**src/rtl/alu_pkg.sv**
```systemverilog
// Shared ALU definitions used by the multicycle subtractor, the carry-select adder
// and the status register.
package alu_pkg;

    localparam int WIDTH = 16;
    localparam int SLICE = 4;

    typedef enum logic [1:0] {
        IDLE = 2'd0,
        RUN  = 2'd1,
        DONE = 2'd2
    } state_t;

    typedef struct packed {
        logic bout;
        logic ovf;
        logic zero;
    } flags_t;

endpackage

```
**src/rtl/borrow_select_subtractor_seq_if.sv**
```systemverilog
// Handshake and operand/result bundle between the multicycle control unit
// and the subtractor.
interface borrow_select_subtractor_seq_if #(
    parameter int WIDTH = alu_pkg::WIDTH
);

    logic             start;
    logic [WIDTH-1:0] a;
    logic [WIDTH-1:0] b;
    logic             bin;
    logic             busy;
    logic             done;
    logic [WIDTH-1:0] diff;
    logic             bout;
    logic             ovf;
    logic             zero;

    modport master (
        output start, a, b, bin,
        input  busy, done, diff, bout, ovf, zero
    );

    modport slave (
        input  start, a, b, bin,
        output busy, done, diff, bout, ovf, zero
    );

endinterface

```
**src/rtl/ripple_borrow_sub4.sv**
```systemverilog
// Combinational ripple-borrow subtractor: diff = a - b - bin, with borrow-out.
module ripple_borrow_sub4 #(
    parameter int W = 4
) (
    input  logic [W-1:0] a,
    input  logic [W-1:0] b,
    input  logic         bin,
    output logic [W-1:0] diff,
    output logic         bout
);

    logic [W:0] borrow;

    assign borrow[0] = bin;

    // A bit borrows when it is 0-1, or when it is equal and a borrow arrives.
    for (genvar i = 0; i < W; i++) begin : g_bit
        assign diff[i]       = a[i] ^ b[i] ^ borrow[i];
        assign borrow[i + 1] = (~a[i] & b[i]) | (~(a[i] ^ b[i]) & borrow[i]);
    end

    assign bout = borrow[W];

endmodule

```
**src/rtl/borrow_select_subtractor_seq.sv**
```systemverilog
// Multicycle signed subtractor: one borrow-select slice per clock, LSB first,
// under a start/busy/done handshake.
module borrow_select_subtractor_seq #(
    parameter int WIDTH = alu_pkg::WIDTH,
    parameter int SLICE = alu_pkg::SLICE
) (
    input  logic                           clk,
    input  logic                           rst,
    borrow_select_subtractor_seq_if.slave  bus
);

    import alu_pkg::*;

    localparam int NSLICES = WIDTH / SLICE;
    localparam int IDXW    = (NSLICES > 1) ? $clog2(NSLICES) : 1;
    localparam int MSB     = WIDTH - 1;

    state_t           state;
    logic [IDXW-1:0]  idx;
    logic [WIDTH-1:0] a_r;
    logic [WIDTH-1:0] b_r;
    logic             borrow_r;
    logic [WIDTH-1:0] diff_r;
    flags_t           flags;
    logic             busy_r;
    logic             done_r;

    logic [SLICE-1:0] a_s;
    logic [SLICE-1:0] b_s;
    logic [SLICE-1:0] diff0;
    logic [SLICE-1:0] diff1;
    logic             bout0;
    logic             bout1;
    logic [SLICE-1:0] sel_diff;
    logic             sel_bout;
    logic [WIDTH-1:0] diff_next;
    logic             last;
    logic             accept;

    assign a_s = a_r[idx*SLICE +: SLICE];
    assign b_s = b_r[idx*SLICE +: SLICE];

    ripple_borrow_sub4 #(.W(SLICE)) u_sub_b0 (
        .a    (a_s),
        .b    (b_s),
        .bin  (1'b0),
        .diff (diff0),
        .bout (bout0)
    );

    ripple_borrow_sub4 #(.W(SLICE)) u_sub_b1 (
        .a    (a_s),
        .b    (b_s),
        .bin  (1'b1),
        .diff (diff1),
        .bout (bout1)
    );

    assign sel_diff = borrow_r ? diff1 : diff0;
    assign sel_bout = borrow_r ? bout1 : bout0;
    assign last     = (idx == IDXW'(NSLICES - 1));
    assign accept   = bus.start && ((state == IDLE) || (state == DONE));

    // The full result including the slice being finished, so flags see the final value.
    always_comb begin
        diff_next = diff_r;
        diff_next[idx*SLICE +: SLICE] = sel_diff;
    end

    always_ff @(posedge clk) begin
        if (rst) begin
            state    <= IDLE;
            idx      <= '0;
            a_r      <= '0;
            b_r      <= '0;
            borrow_r <= 1'b0;
            diff_r   <= '0;
            flags    <= '0;
            busy_r   <= 1'b0;
            done_r   <= 1'b0;
        end else if (accept) begin
            state    <= RUN;
            idx      <= '0;
            a_r      <= bus.a;
            b_r      <= bus.b;
            borrow_r <= bus.bin;
            diff_r   <= '0;
            flags    <= '0;
            busy_r   <= 1'b1;
            done_r   <= 1'b0;
        end else begin
            case (state)
                RUN: begin
                    diff_r   <= diff_next;
                    borrow_r <= sel_bout;
                    if (last) begin
                        flags.bout <= sel_bout;
                        flags.ovf  <= (a_r[MSB] != b_r[MSB]) && (diff_next[MSB] != a_r[MSB]);
                        flags.zero <= (diff_next == '0);
                        idx        <= '0;
                        busy_r     <= 1'b0;
                        done_r     <= 1'b1;
                        state      <= DONE;
                    end else begin
                        idx <= idx + 1'b1;
                    end
                end
                DONE: begin
                    done_r <= 1'b0;
                    state  <= IDLE;
                end
                default: begin
                    state <= IDLE;
                end
            endcase
        end
    end

    assign bus.busy = busy_r;
    assign bus.done = done_r;
    assign bus.diff = diff_r;
    assign bus.bout = flags.bout;
    assign bus.ovf  = flags.ovf;
    assign bus.zero = flags.zero;

endmodule

```
**src/flat_wrapper.sv**
```systemverilog
// flat-port wrapper written by rule: the top's interface ports become plain ports
module borrow_select_subtractor_seq_flat import alu_pkg::*;
#(
    parameter int WIDTH = alu_pkg::WIDTH,
    parameter int SLICE = alu_pkg::SLICE
)
  (clk, rst, bus_start, bus_a, bus_b, bus_bin, bus_busy, bus_done, bus_diff, bus_bout, bus_ovf, bus_zero);
  borrow_select_subtractor_seq_if #(.WIDTH(WIDTH)) bus_i ();
  input  logic clk;
  input  logic rst;
  input wire logic [$bits(bus_i.start)-1:0] bus_start;
  input wire logic [$bits(bus_i.a)-1:0] bus_a;
  input wire logic [$bits(bus_i.b)-1:0] bus_b;
  input wire logic [$bits(bus_i.bin)-1:0] bus_bin;
  output wire logic [$bits(bus_i.busy)-1:0] bus_busy;
  output wire logic [$bits(bus_i.done)-1:0] bus_done;
  output wire logic [$bits(bus_i.diff)-1:0] bus_diff;
  output wire logic [$bits(bus_i.bout)-1:0] bus_bout;
  output wire logic [$bits(bus_i.ovf)-1:0] bus_ovf;
  output wire logic [$bits(bus_i.zero)-1:0] bus_zero;
  assign bus_i.start = bus_start;
  assign bus_i.a = bus_a;
  assign bus_i.b = bus_b;
  assign bus_i.bin = bus_bin;
  assign bus_busy = bus_i.busy;
  assign bus_done = bus_i.done;
  assign bus_diff = bus_i.diff;
  assign bus_bout = bus_i.bout;
  assign bus_ovf = bus_i.ovf;
  assign bus_zero = bus_i.zero;
  borrow_select_subtractor_seq #(.WIDTH(WIDTH), .SLICE(SLICE)) u_core (.clk(clk), .rst(rst), .bus(bus_i));
endmodule
```
**config.mk**
```make
export PLATFORM = sky130hd
export DESIGN_NAME = borrow_select_subtractor_seq_flat
export DESIGN_NICKNAME = d
export VERILOG_FILES = /design/src/rtl/alu_pkg.sv /design/src/rtl/borrow_select_subtractor_seq_if.sv /design/src/rtl/ripple_borrow_sub4.sv /design/src/rtl/borrow_select_subtractor_seq.sv /design/src/flat_wrapper.sv
export SDC_FILE = /design/constraint.sdc
export NUM_CORES = 1
export LEC_CHECK = 0
export CAP_MARGIN = 25
export CORE_MARGIN = 1
export CORE_UTILIZATION = 53
export CTS_BUF_LIST = sky130_fd_sc_hd__clkbuf_2
export DETAILED_ROUTE_END_ITERATION = 10
export PLACE_DENSITY_LB_ADDON = 0.08
export SYNTH_ARGS = -nofsm -noshare
export SYNTH_HDL_FRONTEND = slang
export SYNTH_SLANG_ARGS = --single-unit
```
**constraint.sdc**
```tcl
create_clock -name clk -period 3.85 [get_ports clk]
set_clock_uncertainty 0.05 [all_clocks]
set_input_delay 0.385 -clock clk [delete_from_list [all_inputs] [get_ports clk]]
set_output_delay 0.385 -clock clk [all_outputs]
set_load 0.1 [all_outputs]
```
==> impl_results.md <==
- Register area share after synthesis: 42.4%
- Initial antenna violation count: 0
- CTS tree: yes
- Worst skew pair latency: 470 ps
- Worst EP arrival: 3910 ps
- Cell taking the most area after synthesis: dfxtp_1
- Count leader, synth: nand2_1
- Total GRT Usage: 24.2%
- Crit path launch type: register
- Peak VDD IR: 0.258 mV
- Fmax achieved: 277 MHz
- RSZ-0062 raised after global routing: false
- Sequential Power Share: 53.3%
- Final global-route overflow total: 0
- Num rows: 25
- R2r endpoint: u_core.bus.ovf
- Post-route worst setup slack: 242 ps
- Htree depth: 3
- Clock Sinks: 58
- Antenna diodes: 0
- Root Buffer: clkbuf_2
- Fillers: 431
- Clock Pin Slew Worst Setup and Hold Paths: 160 ps
- Status: finished clean
- First-pass GRT wire length: 9810 µm
- CP Capture Type: register
- Sw power: 0.385 mW
- Drt pass-1 iters: 4
- Synthesized flop and latch total: 58
- R2R depth: 14
- Core area: 4850 µm²
- DRT iter0 DRCs: 107
- Worst-margin pin slew: 968 ps
- Routed vias: 2,364
- Post-synth net total: 366
- Post-CTS Setup Bufs: 0
- Pwr Total: 1.21 mW
- Dpl hpwl: 4220 µm
- Mean Syn Cell Area: 8.58 µm²
- Final WL: 5790 µm
- Die Area: 5450 µm²
- Cts repair resizes: 0
- HP Start: bus_b[7]
- Final setup fails: 0
- Chip height: 73.9 µm
- Most frequent cells after synthesis: 82 x nand2_1, 58 x dfxtp_1, 47 x a21oi_1
- CTS Buffer Depth: 2
- CP max FO: 20
- Area grow syn2layout: 24.1%
- Final hold vios: 0
- Synth area leaders: dfxtp_1 42%, nand2_1 11%, a21oi_1 8.6%
- Pins Over Slew Limit: 0
- Post-synth EDFFs: 0
- Comb power frac: 22.0%
- Finished Core Util: 70.0%
- Power share of the clock group: 24.7%
- YS warnings: 0
- PortBufs: 56
- DRC viols: 0
- Pin count of the biggest net entering global routing: 40
- Crit path required time: 4150 ps
- Nets: 417
- Total CTS buffers: 9
- Cell Int Power: 0.825 mW
- WL/cell: 13.1 µm
- Crit Path Class: reg2reg
- Max-slew headroom: 35.3%
- Prevailing post-synth register cell: dfxtp_1
- Hold Path Cell Cnt: 3
- Async SR Flop Fraction: 0%
- Hold-fix buffers, CTS: 0
- Min Clock Period, post-route: 3610 ps
- WHS Endpoint: u_core.b_r[7]
- Top cell type's share of synthesized area: 42.4%
- RR Startpoint: u_core.idx[0]
- Final period utilization: 93.7%
- Io pins: 57
- Hold WC Path Type: in2reg
- Leak pwr: 1.23 nW
- Setup_tns: 0 ps
- Layout cells sized above 1: 9.33%
- Pre-CTS setup slack: 273 ps
- Distinct cell type count after synthesis: 41
- Syn Inst Count: 319
- Power Dens Cells: 356 nW/µm²
- GPL Wtd Cong: 0.872
- Initial Util: 56.4%
- Sw Ratio: 31.8%
- Area of the mapped netlist: 2740 µm²
- Chip Width: 73.9 µm
- Vias in the first global route: 2,223
- Register-to-Register Setup Slack: 240 ps
- Max Cap Violations: 0
- DRT antenna net count: 0
- Via density: 5.35
==> flip-flops by register name, indices dropped and copies added (netlist names) <==
name and cells:
u_core.borrow_r 1, u_core.a_r 16, u_core.bus.bout 1, u_core.bus.zero 1
u_core.bus.busy 1, u_core.bus.ovf 1, u_core.idx 2, u_core.b_r 16
u_core.state 2, u_core.bus.diff 16, u_core.bus.done 1
==> power groups by stage <==
| stage | clock network, mW | registers, mW | logic (mW) |
|---|---|---|---|
| floorplan | 0 | 0.678 | 0.163 |
| global placement | 0 | 0.658 | 0.262 |
| detailed placement | 0 | 0.658 | 0.266 |
| CTS | 0.308 | 0.645 | 0.266 |
| global route | 0.343 | 0.649 | 0.293 |
| finish | 0.299 | 0.645 | 0.266 |
==> worst max path at each step <==
stage                  startpoint             end  slack (ps)  depth (start not counted)
finish              u_core.idx[0]  u_core.bus.ovf         240                         14
global route        u_core.idx[0]  u_core.bus.ovf          30                         14
CTS                 u_core.idx[0]  u_core.bus.ovf         230                         14
detailed placement  u_core.idx[0]  u_core.bus.ovf         270                         10
global placement    u_core.idx[0]  u_core.bus.ovf         350                         10
floorplan           u_core.idx[0]  u_core.bus.ovf         290                         11
==> cell type report <==
type                       instances  area, µm²  share of cell area (%)
multi-input combinational        230       1440                    42.3
sequential                        58       1160                    34.2
timing repair buffer              61        598                    17.6
tap                               67       83.8                    2.47
clock buffer                      12       60.1                    1.77
inverter                          10       37.5                    1.11
clock inverter                     4       18.8                   0.553
==> metal layers <==
layer / track usage [%] / part of all wire (%) / vias to the layer above
met3: 5.21 / 3.1 / 14
met2: 42.0 / 52 / 57
met4: 12.0 / 2.5 / 0
met5: 0 / 0 / -
li1: - / - / 1191
met1: 28.0 / 43 / 1102
==> placed cells by master (no fill, tap or decap), drive strengths merged, types with 2 or more instances in the layout <==
cell type and n:
a21oi 47, nor2b 4, fa 3, nand3 3, mux2i 3, dfxtp 58
nand2b 5, nor4 2, buf 5, inv 10, ha 8, nor2 25
clkbuf 12, a311oi 2, nand4 5, nand2 83, clkdlybuf4s50 56, nor3b 2
nand3b 2, clkinv 4, a22oi 8, mux4 8, o21ai 3, nor3 5
==> critical path, cell delays in order, from the launching register on <==
cell and delay, ps:
dfxtp_1 400, buf_4 290, mux4_2 290, inv_1 40
ha_1 170, inv_1 50, mux2i_1 70, fa_1 390
fa_1 380, inv_1 80, fa_1 490, nor4b_4 290
mux2i_4 130, a221oi_1 280, nor3_1 80
==> metrics by stage <==
step           hold slack, ps  cells  cell area, µm²
2_1_floorplan             383    319            2740
3_3_place_gp              395    426            3320
3_5_place_dp              397    426            3320
4_1_cts                   365    442            3400
5_1_grt                   359    442            3400
6_report                  393    442            3400
==> kinds of logic after synthesis <==
kind of cell,after synthesis,synth area share (%)
fa+ha+maj,11,5.85
mux,11,8.14
flops,58,42.4
simple gates,141,23.5
compound gates,66,14.6
xor+xnor,1,0.320
buf+inv,31,5.17
Power figures use the tool's default switching activity.
